[src/rtl/decoder_pkg.sv]
// -----------------------------------------------------------------------------
// decoder_pkg
// Definitions shared by the 2-to-4 line decoder and the sequential 4-to-2
// encoder. Both blocks read the line-to-code mapping from here, so the two
// directions cannot drift apart.
//   CODE_Y3..CODE_Y0 : 2-bit code {w1,w0} assigned to each request line
//   state_e          : handshake FSM states of the encoder
//   popcount4        : number of set bits in a 4-bit vector (0..4)
// -----------------------------------------------------------------------------
package decoder_pkg;

   localparam logic [1:0] CODE_Y3 = 2'b00;
   localparam logic [1:0] CODE_Y2 = 2'b01;
   localparam logic [1:0] CODE_Y1 = 2'b10;
   localparam logic [1:0] CODE_Y0 = 2'b11;

   typedef enum logic {
      IDLE = 1'b0,   // nothing pending, ready to capture a vector
      EMIT = 1'b1    // draining pending lines, one code per handshake
   } state_e;

   function automatic logic [2:0] popcount4(input logic [3:0] v);
      popcount4 = 3'(v[0]) + 3'(v[1]) + 3'(v[2]) + 3'(v[3]);
   endfunction

endpackage

[src/rtl/prio_pick4.sv]
// -----------------------------------------------------------------------------
// prio_pick4
// Combinational priority picker. Selects the highest-priority set bit of the
// pending vector and returns its code together with a one-hot mask that
// clears exactly that bit.
//   PRIORITY_HIGH : 1 = y3 first (bit 3 down to bit 0), 0 = y0 first
//   pend_i        : pending request lines, bit3=y3 .. bit0=y0
//   code_o        : {w1,w0} code of the selected line (CODE_Y3 when none set)
//   clr_mask_o    : one-hot mask of the selected line (zero when none set)
// -----------------------------------------------------------------------------
module prio_pick4
   import decoder_pkg::*;
#(
   parameter bit PRIORITY_HIGH = 1'b1
) (
   input  logic [3:0] pend_i,
   output logic [1:0] code_o,
   output logic [3:0] clr_mask_o
);

   always_comb begin
      // NOTE: every output gets a value before any branch, so no path through
      // this block leaves an output unassigned and no latch is inferred.
      code_o     = CODE_Y3;
      clr_mask_o = 4'b0000;

      if (PRIORITY_HIGH) begin
         if (pend_i[3]) begin
            code_o     = CODE_Y3;
            clr_mask_o = 4'b1000;
         end else if (pend_i[2]) begin
            code_o     = CODE_Y2;
            clr_mask_o = 4'b0100;
         end else if (pend_i[1]) begin
            code_o     = CODE_Y1;
            clr_mask_o = 4'b0010;
         end else if (pend_i[0]) begin
            code_o     = CODE_Y0;
            clr_mask_o = 4'b0001;
         end
      end else begin
         if (pend_i[0]) begin
            code_o     = CODE_Y0;
            clr_mask_o = 4'b0001;
         end else if (pend_i[1]) begin
            code_o     = CODE_Y1;
            clr_mask_o = 4'b0010;
         end else if (pend_i[2]) begin
            code_o     = CODE_Y2;
            clr_mask_o = 4'b0100;
         end else if (pend_i[3]) begin
            code_o     = CODE_Y3;
            clr_mask_o = 4'b1000;
         end
      end
   end

endmodule

[src/rtl/four_to_two_encoder_seq.sv]
// -----------------------------------------------------------------------------
// four_to_two_encoder_seq
// Sequential 4-to-2 encoder, the return path of the 2-to-4 line decoder.
// Captures a 4-bit request vector, then emits the code of every set line,
// one per out_valid/out_ready handshake, in priority order.
//   clk, rst_n       : clock, asynchronous active-low reset
//   en               : global enable; low freezes state and blocks handshakes
//   y_in, in_valid   : request vector and its valid strobe
//   in_ready         : vector can be captured (IDLE, enabled, out of reset)
//   w1, w0           : code of the current line, 00 whenever out_valid=0
//   out_valid        : w1/w0 carry a valid code
//   out_ready        : consumer accepts the current code
//   pend_cnt         : number of captured lines not yet emitted
//   zero_err         : one-cycle pulse after an all-zero vector is captured
// -----------------------------------------------------------------------------
module four_to_two_encoder_seq
   import decoder_pkg::*;
#(
   parameter bit PRIORITY_HIGH = 1'b1
) (
   input  logic       clk,
   input  logic       rst_n,
   input  logic       en,
   input  logic [3:0] y_in,
   input  logic       in_valid,
   output logic       in_ready,
   output logic       w1,
   output logic       w0,
   output logic       out_valid,
   input  logic       out_ready,
   output logic [2:0] pend_cnt,
   output logic       zero_err
);

   state_e     state_q, state_d;
   logic [3:0] pend_q, pend_d;
   logic [2:0] cnt_q, cnt_d;
   logic       zero_err_q, zero_err_d;

   logic [1:0] pick_code;
   logic [3:0] pick_mask;
   logic [3:0] pend_left;
   logic       fire_in;
   logic       fire_out;

   prio_pick4 #(
      .PRIORITY_HIGH (PRIORITY_HIGH)
   ) u_pick (
      .pend_i     (pend_q),
      .code_o     (pick_code),
      .clr_mask_o (pick_mask)
   );

   // rst_n gates in_ready so the producer never sees a ready block while the
   // reset is still held.
   assign in_ready  = rst_n && en && (state_q == IDLE);
   assign out_valid = en && (state_q == EMIT);
   assign {w1, w0}  = out_valid ? pick_code : 2'b00;
   assign pend_cnt  = cnt_q;
   assign zero_err  = zero_err_q;

   assign fire_in   = in_valid && in_ready;
   assign fire_out  = out_valid && out_ready;
   assign pend_left = pend_q & ~pick_mask;

   always_comb begin
      state_d    = state_q;
      pend_d     = pend_q;
      cnt_d      = cnt_q;
      zero_err_d = 1'b0;

      case (state_q)
         IDLE: begin
            if (fire_in) begin
               pend_d = y_in;
               cnt_d  = popcount4(y_in);
               if (y_in != 4'b0000) begin
                  state_d = EMIT;
               end else begin
                  zero_err_d = 1'b1;
               end
            end
         end
         EMIT: begin
            if (fire_out) begin
               pend_d = pend_left;
               cnt_d  = cnt_q - 3'd1;
               // Leaving on the last handshake gives the one-cycle turnaround:
               // in_ready rises the cycle after the final code is taken.
               if (pend_left == 4'b0000) begin
                  state_d = IDLE;
               end
            end
         end
         default: state_d = IDLE;
      endcase
   end

   always_ff @(posedge clk or negedge rst_n) begin
      if (!rst_n) begin
         state_q    <= IDLE;
         pend_q     <= 4'b0000;
         cnt_q      <= 3'd0;
         zero_err_q <= 1'b0;
      end else begin
         // NOTE: registers use non-blocking assignments so every flop samples
         // the pre-edge value of every other flop, independent of order.
         state_q    <= state_d;
         pend_q     <= pend_d;
         cnt_q      <= cnt_d;
         zero_err_q <= zero_err_d;
      end
   end

endmodule
[config.mk]
export PLATFORM = sky130hd
export DESIGN_NAME = four_to_two_encoder_seq
export DESIGN_NICKNAME = d
export VERILOG_FILES = /design/src/rtl/decoder_pkg.sv /design/src/rtl/prio_pick4.sv /design/src/rtl/four_to_two_encoder_seq.sv
export SDC_FILE = /design/constraint.sdc
export NUM_CORES = 1
export LEC_CHECK = 0
export ABC_CLOCK_PERIOD_IN_PS = 1300
export BUFFER_PORTS_ARGS = -buffer_cell sky130_fd_sc_hd__buf_2
export CORE_UTILIZATION = 44
export DETAILED_ROUTE_END_ITERATION = 10
export PLACE_DENSITY = 0.83
export SYNTH_ARGS = -nofsm -noshare
export SYNTH_HDL_FRONTEND = slang
export SYNTH_SLANG_ARGS = --single-unit
[constraint.sdc]
create_clock -name clk -period 1.3 [get_ports clk]
set_clock_uncertainty 0.1 [all_clocks]
set_input_delay 0.39 -clock clk [delete_from_list [all_inputs] [get_ports clk]]
set_output_delay 0.39 -clock clk [all_outputs]
set_load 0.005 [all_outputs]
==> impl_results.md, run 1 <==
- Period utilization: 126%
- Slew headroom: a little under nine tenths
- Buffers & Inverters on Critical Path: 3
- Mean area per synthesized cell: 8.80 um2
- Max-cap viol count: 0
- CTS Hold Bufs: 0
- Hold_ws: between 0.03 and 0.04 ns
- Final #Nets: 126
- Slew @ Worst Pin: just over 0.2 ns
- Status: finished, violations left
- CTS root buf: clkbuf_4
- Crit-path leading delay family: adder cells
- Die height: 38.6 um
- H-tree levels: 1
- GRT Util Overall: 32.8%
- Final-report hold violation count: 0
- Final instance area: 1060 um2
- Synth area leader: dfrtp_1
- Total gr overflow: 0
- Mapped Area: 589 um2
- Slew Limit Fails: 0
- Power Total: 2.10 mW
- Distinct cells, synth: 26
- Placed Instances: 116
- TritonCTS buffer count: 3
- Residual DRC: 0
- Unrepaired setup endpoints after global routing: true
- HP Class: primary input to async pin
- Clk sink count: 9
- Leakage: 0.539 nW
- Largest net degree at the start of global routing: 10
- Fin worst setup slack: -0.333 ns
- #FFs+latches synth: 9
- Peak VDD IR: about 1300 uV
- Maximum operating frequency: 0.613 GHz
- Final antenna diode count: 0
- Max stage delay on crit path: 0.50 ns
- Sequential-to-total area share from yosys stat: 38.2%
- Critical path's most frequent cell: ha_4
- Synth area leaders: dfrtp_1 (38%), ha_1 (8.5%), inv_1 (7.6%), a21oi_1 (4.2%), nor3_1 (4.2%)
- Cell count after synthesis: 67
- Vias in the first global route: 689
- Total number of vias: a little over 700
- Area Overhead vs Synth: 79.8%
- Boundary pin count: 17
- Worst EP required: 1.40 ns
- Antenna Nets Post-Route: 0
- First-pass GRT wire length: between 3000 and 4000 um
- Setup tns final: -2.57 ns
- Setup violations, final: 15
- Crit start category: primary input
- YS warnings: 0
- Vias per std cell: around 5.8
- Clock Latency Late Sink: ~0.28 ns
- Drt wl/cell: 18.5 um
- Critical path depth in cells: 8
- Critical path capture point type: flop
- Critical path class: primary input to flop
- Final WL: about 2300 um
- Critical path fanouts, max: 2
- First DRT Iteration DRCs: 17
- Clock Path Buffers: 2
- Final worst path period need: 1.63 ns
- Critical Path AT: between 1.5 and 2 ns
- Final Util: 90.5%
- Die Footprint: around 1500 um2
- Fraction of layout cells with a size suffix above 1: 62.2%
- CTS tree: built
- Pwr/cell area: 1980 nW/um2
- Starting Density: 50.3%
- Initial antenna violation count: 0
- Gpl congestion: between 0.8 and 0.9
- Worst path slowest cell: fa_1
- Final std cells w/o fill: 125
- Placed Area: 858 um2
- Depth of the worst register-to-register path: 6
- Row Count: 12
- PortBufs: 16
- Cells along the critical path: buf_2, inv_1, fa_1, inv_2, ha_4, ha_4, a21oi_2, a21oi_1
- Pre-CTS setup slack: -0.716 ns
- Post-DP HPWL: 1310 um
- Die X: 38.6 um
- Area of the core: 1170 um2
- Post-Syn Nets: between 80 and 90
- Router iterations before antenna repair: 4
- Synth top area share: a little under two fifths
- Clk slew on worst S/H paths: 0.07 ns
- Failing checks: negative setup slack
[worst paths after layout]
kind,startpoint,endpoint,slack (ns)
max,y_in[0],pend_cnt[1],-0.33
min,rst_n,pend_cnt[1],0.04
max reg2reg,state_q,pend_cnt[1],-0.24
min reg2reg,pend_cnt[2],pend_cnt[2],0.50
max in group asynchronous,rst_n,pend_cnt[0],0.92
min in group clk,y_in[2],pend_q[2],0.31
[worst reg2reg max path, stage by stage, from the launching register on]
cell and delay (ns):
dfrtp_1 0.42, buf_6 0.14, buf_6 0.11, and3_4 0.15
or2_4 0.26, buf_6 0.13, a21oi_1 0.17
[final cells by class]
cell class                      count  area (um2)
Clock buffer                        3        22.5
Clock inverter                      1        5.00
Fill cell                          52         111
Inverter                           12        55.1
Multi-Input combinational cell     44         400
Sequential cell                     9         225
Tap cell                           14        17.5
Timing Repair Buffer               42         334
[timing repair]
item / 4_1_cts / 5_1_grt
setup buffers: 4 / 3
endpoints found under the setup margin: 12 / 14
pin swaps: 8 / 5
gates resized for setup: 16 / 18
[where the power goes]
group	leakage (nW)	switching (mW)	internal, mW
sequential	0.112	0.119	0.400
combinational	0.409	0.631	0.714
clock	0.0177	0.125	0.114
total	0.539	0.875	1.23
[layout by cell type (no fill, tap or decap), drive strengths merged, types with 2 or more instances in the layout]
master  netlist  routed
a22o          2       2
ha            4       4
o22ai         2       2
and3          3       3
a21oi         5       5
o21ai         4       4
inv          12      12
nor2          3       3
buf           1      42
nand2         3       3
nand3         2       2
nor3          5       5
dfrtp         9       9
clkbuf        1       3
[metal layers]
| layer | global-route usage [%] | up-vias | routed length [um] |
|---|---|---|---|
| li1 | - | 326 | - |
| met1 | 35.3 | 353 | 881 |
| met2 | 60.4 | 34 | 1220 |
| met3 | 3.47 | 9 | 126 |
| met4 | 19.0 | 0 | 86 |
| met5 | 0 | - | 0 |
[cell usage after synthesis]
cell	number
a21oi_1	5
nand2_1	3
a21boi_1	1
o21ai_0	2
mux2i_1	1
dfrtp_1	9
a32o_1	1
nor3_1	5
o21ai_1	2
o221ai_1	1
nor4_1	1
clkbuf_1	1
nor2b_1	1
and3_1	3
inv_1	12
a221o_1	1
a22o_1	2
buf_2	1
and4b_1	1
fa_1	1
mux2_2	1
nand3_1	2
or2_4	1
nor2_1	3
ha_1	4
o22ai_1	2
[sequential cells by signal, indices dropped and copies added (netlist names)]
| signal | count |
|---|---|
| pend_cnt | 3 |
| state_q | 1 |
| pend_q | 4 |
| zero_err | 1 |
[kinds of logic after synthesis]
logic type      count (synthesis)  synth area share [%]
flops                           9                  38.2
mux                             2                  3.61
fa+ha+maj                       5                  11.9
compound gates                 17                  18.9
simple gates                   20                  18.3
buf+inv                        14                  9.13
No activity file was read; power rests on OpenSTA's default activity.
==> inputs of run 2 (changes only) <==
--- a/config.mk
+++ b/config.mk
@@ -5,11 +5,13 @@
 export SDC_FILE = /design/constraint.sdc
 export NUM_CORES = 1
 export LEC_CHECK = 0
-export ABC_CLOCK_PERIOD_IN_PS = 1300
+export ABC_CLOCK_PERIOD_IN_PS = 1850
 export BUFFER_PORTS_ARGS = -buffer_cell sky130_fd_sc_hd__buf_2
-export CORE_UTILIZATION = 44
+export CORE_AREA = 2 2 39 41
 export DETAILED_ROUTE_END_ITERATION = 10
-export PLACE_DENSITY = 0.83
+export DIE_AREA = 0 0 41 43
+export HOLD_SLACK_MARGIN = 0.1
+export PLACE_DENSITY = 0.81
 export SYNTH_ARGS = -nofsm -noshare
 export SYNTH_HDL_FRONTEND = slang
 export SYNTH_SLANG_ARGS = --single-unit
==> constraint.sdc (replaced) <==
create_clock -name clk -period 1.85 [get_ports clk]
set_clock_uncertainty 0.1 [all_clocks]
set_input_delay 0.555 -clock clk [delete_from_list [all_inputs] [get_ports clk]]
set_output_delay 0.555 -clock clk [all_outputs]
set_load 0.005 [all_outputs]
==> impl_results.md, run 2 (synthesized netlist as in run 1, its figures left out) <==
- Status: finished, final reports clean
- Gpl congestion: 0.793 (-8.9%)
- Largest net degree at the start of global routing: 10 (unchanged)
- FF/Latch Area: 228 um2 (+1.1%)
- Fraction of layout cells with a size suffix above 1: 39.4% (-23 points)
- Initial antenna violation count: 0 (unchanged)
- Period utilization: 99.3%
- Max-cap viol count: 0 (unchanged)
- Max stage delay on crit path: 0.52 ns (+0.02 ns)
- Peak VDD IR: 407 uV (-69%)
- Depth of the worst register-to-register path: 3 (-3)
- Worst path slowest cell: fa_1
- First DRT Iteration DRCs: 12 (-5)
- Total number of vias: 603 (-16%)
- Combinational Power Share: 48.3% (-16 points)
- Router iterations before antenna repair: 3 (-1)
- Vias per std cell: 5.48 (-5.1%)
- NetSw: 412 uW (-53%)
- Area of the core: 1380 um2 (+18%)
- H-tree levels: 1 (unchanged)
- Leakage: 0.430 nW (-20%)
- Die height: 43 um (+11%)
- Vias in the first global route: 560 (-19%)
- Pwr/cell area: 1270 nW/um2 (-36%)
- PortBufs: 16 (unchanged)
- Boundary pin count: 17 (unchanged)
- Clock Power Share: 14.6% (+3.2 points)
- Area Overhead vs Synth: 37.8%
- TritonCTS buffer count: 3 (unchanged)
- Slew @ Worst Pin: 0.327 ns (+0.122 ns)
- Critical path class: primary input to flop
- Most frequent cells in the layout: buf_2 (14), inv_1 (10), buf_4 (10)
- Sequential power share: 37.1% (+12 points)
- Final worst path period need: 1.84 ns
- GRT Util Overall: 18.5% (-14 points)
- Placed Area: 758 um2 (-12%)
- Final #Nets: 109 (-13%)
- Maximum operating frequency: 0.545 GHz
- Slew Limit Fails: 0 (unchanged)
- Cell Int Power: 619 uW (-50%)
- Starting Density: 42.6% (-7.7 points)
- Total gr overflow: 0 (unchanged)
- Hold_ws: 0.120 ns (+0.0820 ns)
- Final WL: 1480 um (-36%)
- Buffers & Inverters on Critical Path: 3 (unchanged)
- Slew headroom: 78.2% (-8.0 points)
- CTS tree: built
- Critical path fanouts, max: 2 (unchanged)
- Crit-path leading delay family: adder cells
- Final instance area: 812 um2 (-23%)
- Clock Path Buffers: 2 (unchanged)
- Switch share: 39.9% (-1.7 points)
- Crit Reg-Reg Startpoint: state_q
- Most common cell after layout, fill and taps aside: buf_2
- HP Class: primary input to async pin
- CP startpoint: y_in[3]
- CTS root buf: clkbuf_4
- Final-report hold violation count: 0 (unchanged)
- Residual DRC: 0 (unchanged)
- Setup violations, final: 0 (-15)
- Final Util: 58.7% (-32 points)
- Max FFs per register: 4 (unchanged)
- Row Count: 14 (+2)
- Largest reg by FF count: pend_q
- Drt wl/cell: 13.4 um (-27%)
- Critical Path AT: 1.87 ns (+0.14 ns)
- Die X: 41 um (+6.2%)
- Final antenna diode count: 0 (unchanged)
- Critical path capture point type: flop
- Clk slew on worst S/H paths: 0.06 ns (about the same)
- First-pass GRT wire length: 2210 um (-29%)
- Multi-input gate area: 329 um2 (-18%)
- Die Footprint: 1760 um2 (+18%)
- Post-DP HPWL: 1110 um (-15%)
- Cells along the critical path: buf_6, inv_8, fa_1, inv_1, ha_2, ha_4, a21oi_2, a21oi_1
- Postcts setup bufs: 0 (-4)
- Crit start category: primary input
- Worst EP required: 1.89 ns (+0.49 ns)
- FILL cells: 130 (+150%)
- Clock Latency Late Sink: 0.25 ns (-0.03 ns)
- Critical path depth in cells: 8 (unchanged)
- Clk sink count: 9 (unchanged)
- Antenna Nets Post-Route: 0 (unchanged)
[run 2: final timing paths]
check	end	slack, ns
min in group clk	pend_cnt[1]	0.47
max reg2reg	pend_q[0]	0.34
min	pend_cnt[2]	0.12
max in group asynchronous	state_q	1.38
min reg2reg	pend_cnt[1]	0.47
max	pend_cnt[1]	0.01
[run 2: metal layers]
layer	part of all wire, %	vias up	global-route usage, %
met4	1.3	0	9.33
li1	-	290	-
met1	42	298	20.3
met3	3.7	2	1.57
met5	0	-	0
met2	53	13	32.5
[run 2: layout make-up]
type                            instances  share of cell area, %
Multi-Input combinational cell         44                   40.5
Sequential cell                         9                   28.0
Timing Repair Buffer                   25                   19.3
Inverter                               12                   6.47
Clock buffer                            4                   3.24
Tap cell                               16                   2.47
[run 2: worst register-to-register path: cells and delay by family, from the launching register on]
family | cells | cell delay [ns]
simple gates | 2 | 0.64
flops | 1 | 0.41
compound gates | 1 | 0.25
[run 2: stage by stage]
step	total power, mW	setup slack, ns	cells	TNS (ns)
2_1_floorplan	0.673	-0.111	67	-0.111
3_3_place_gp	0.823	-0.298	106	-0.621
3_5_place_dp	0.853	-0.313	106	-0.666
4_1_cts	1.01	-0.00878	110	-0.00878
5_1_grt	1.12	-0.0558	110	-0.0558
6_report	1.03	0.0139	110	0
[run 2: repair_timing]
| action | in CTS | in global routing |
|---|---|---|
| gates cloned | 0 | 0 |
| hold buffers | 0 | 0 |
| endpoints found under the setup margin | 2 | 2 |
| pin swaps | 1 | 2 |
| resized for setup | 3 | 4 |
[run 2: power by group through the flow]
| stage | Clock (mW) | Sequential, mW | Combinational (mW) |
|---|---|---|---|
| 2_1_floorplan | 0 | 0.363 | 0.309 |
| 3_3_place_gp | 0 | 0.375 | 0.448 |
| 3_5_place_dp | 0 | 0.378 | 0.475 |
| 4_1_cts | 0.150 | 0.377 | 0.480 |
| 5_1_grt | 0.161 | 0.395 | 0.562 |
| 6_report | 0.150 | 0.382 | 0.498 |
==> inputs of run 3 (changes only) <==
--- a/config.mk
+++ b/config.mk
@@ -7,11 +7,12 @@
 export LEC_CHECK = 0
 export ABC_CLOCK_PERIOD_IN_PS = 1850
 export BUFFER_PORTS_ARGS = -buffer_cell sky130_fd_sc_hd__buf_2
-export CORE_AREA = 2 2 39 41
+export CELL_PAD_IN_SITES_DETAIL_PLACEMENT = 0
+export CELL_PAD_IN_SITES_GLOBAL_PLACEMENT = 1
+export CORE_UTILIZATION = 35
 export DETAILED_ROUTE_END_ITERATION = 10
-export DIE_AREA = 0 0 41 43
 export HOLD_SLACK_MARGIN = 0.1
-export PLACE_DENSITY = 0.81
+export PLACE_DENSITY = 0.85
 export SYNTH_ARGS = -nofsm -noshare
 export SYNTH_HDL_FRONTEND = slang
 export SYNTH_SLANG_ARGS = --single-unit
==> impl_results.md, run 3 (synthesized netlist as in run 1, its figures left out) <==
- Maximum operating frequency: 0.548 GHz (+0.62%)
- Max FFs per register: 4 (unchanged)
- Critical Path AT: 1.88 ns (about the same)
- Slew @ Worst Pin: 0.220 ns (-0.107 ns)
- Max stage delay on crit path: 0.52 ns (about the same)
- Total gr overflow: 0 (unchanged)
- Leakage: 0.452 nW (+5.2%)
- Unrepaired setup endpoints after global routing: true
- Die height: 43.0 um (about the same)
- Slew Limit Fails: 0 (unchanged)
- Status: finished, final reports clean
- Met3 WL: 55 um (unchanged)
- Crit Reg-Reg Startpoint: state_q
- Crit start category: primary input
- Critical path's most frequent cell: a21oi_1
- Clock Latency Late Sink: 0.27 ns (+0.02 ns)
- Period utilization: 98.6% (-0.61 points)
- Clk sink count: 9 (unchanged)
- Buffers & Inverters on Critical Path: 3 (unchanged)
- Drt wl/cell: 12.1 um (-10%)
- HP Class: primary input to async pin
- Antenna Nets Post-Route: 0 (unchanged)
- Clk slew on worst S/H paths: 0.07 ns (about the same)
- H-tree levels: 1 (unchanged)
- TritonCTS buffer count: 3 (unchanged)
- Area of the core: 1540 um2 (+11%)
- Top sig layer: met4
- CTS root buf: clkbuf_4
- Row Count: 14 (unchanged)
- Slew headroom: 85.3% (+7.1 points)
- Cells along the critical path: buf_6, inv_8, fa_1, inv_1, ha_2, ha_1, a21oi_1, a21oi_1
- Clock Path Buffers: 2 (unchanged)
- Largest net degree at the start of global routing: 12 (+2)
- Post-DP HPWL: 1070 um (-3.3%)
- First-pass GRT wire length: 2260 um (+2.5%)
- Most frequent cells in the layout: buf_2 (15), buf_4 (12), inv_1 (10)
- Pre-CTS setup slack: -0.319 ns (-0.00600 ns)
- Critical path class: primary input to flop
- Placed Instances: 107 (+0.94%)
- Router iterations before antenna repair: 4 (+1)
- Final #Nets: 113 (+3.7%)
- Residual DRC: 0 (unchanged)
- Met2 wire length: 650 um (-17%)
- Pwr/cell area: 1260 nW/um2 (-0.70%)
- CTS tree: built
- Final antenna diode count: 0 (unchanged)
- Worst path slowest cell: fa_1
- Initial antenna violation count: 0 (unchanged)
- Worst EP required: 1.90 ns (about the same)
- Wire length on met1: 633 um (+2.8%)
- Gpl congestion: 0.805 (+1.4%)
- Final-report hold violation count: 0 (unchanged)
- Crit-path leading delay family: adder cells
- Largest reg by FF count: pend_q
- Vias per std cell: 5.15 (-6.1%)
- Final WL: 1370 um (-6.8%)
- Die Footprint: 1850 um2 (+5.0%)
- Critical path fanouts, max: 2 (unchanged)
- Max-cap viol count: 0 (unchanged)
- Boundary pin count: 17 (unchanged)
- Vias in the first global route: 535 (-4.5%)
- Peak VDD IR: 515 uV (+27%)
- Most common cell after layout, fill and taps aside: buf_2
- Power Total: 1.04 mW (+0.99%)
- First DRT Iteration DRCs: 24 (+12)
- Fraction of layout cells with a size suffix above 1: 38.8% (-0.59 points)
- Critical path capture point type: flop
- Die X: 43.0 um (+5.0%)
- Area Overhead vs Synth: 40.1%
- Setup violations, final: 0 (unchanged)
- Fin worst setup slack: 0.0252 ns (+0.0114 ns)
- Starting Density: 38.2% (-4.4 points)
- Final std cells w/o fill: 114 (+3.6%)
- GRT Util Overall: 17.2% (-1.3 points)
- CP startpoint: y_in[3]
- Final worst path period need: 1.82 ns (-0.0114 ns)
- Setup tns final: 0 ns (unchanged)
- Total number of vias: 587 (-2.7%)
- PortBufs: 16 (unchanged)
- FILL cells: 145 (+12%)
-- run 3: routing by layer --
layer  global-route usage [%]  up-vias
met5                        0        -
met4                     12.7        0
met3                     2.55        4
met2                     26.7       17
met1                     21.3      269
li1                         -      297
-- run 3: path summary, 6_finish.rpt --
| path | depth (start not counted) | to | slack, ns |
|---|---|---|---|
| min in group clk | 2 | pend_q[2] | 0.45 |
| min reg2reg | 2 | pend_cnt[1] | 0.47 |
| min | 2 | pend_cnt[0] | 0.13 |
| max reg2reg | 5 | pend_q[0] | 0.30 |
| max | 8 | pend_cnt[1] | 0.03 |
| max in group asynchronous | 2 | state_q | 0.95 |
-- run 3: through the flow --
stage	hold WS (ns)	util, %	instance area, um2
after floorplan	0.159	-	599
after global placement	0.266	49.7	766
after detailed placement	0.268	49.7	766
after CTS	0.125	52.6	811
after global routing	0.139	53.6	826
final	0.128	53.6	826
-- run 3: worst register-to-register path, cell delays in order, from the launching register on --
cell     delay [ns]
dfrtp_2        0.40
buf_4          0.15
buf_4          0.13
and3_1         0.15
or2_4          0.26
a32o_1         0.26
-- run 3: power breakdown --
part,internal (mW),switching [mW]
Combinational,0.272,0.240
Clock,0.0801,0.0805
Sequential,0.283,0.0869
Total,0.634,0.407
-- run 3: area by class of cell --
type                       count  area, um2  area share (%)
timing repair buffer          29        186            22.6
clock inverter                 1       5.00           0.606
multi-input combinational     44        313            37.9
tap                           16       20.0            2.42
clock buffer                   3       22.5            2.73
inverter                      12       52.6            6.36
sequential                     9        226            27.4
-- run 3: timing repair --
item                                    in CTS  in global routing
setup buffers                                0                  2
resized for setup                            3                  0
pin swaps                                    2                  1
endpoints found under the hold margin        2                  0
endpoints found under the setup margin       2                  2
hold buffers                                 1                  0
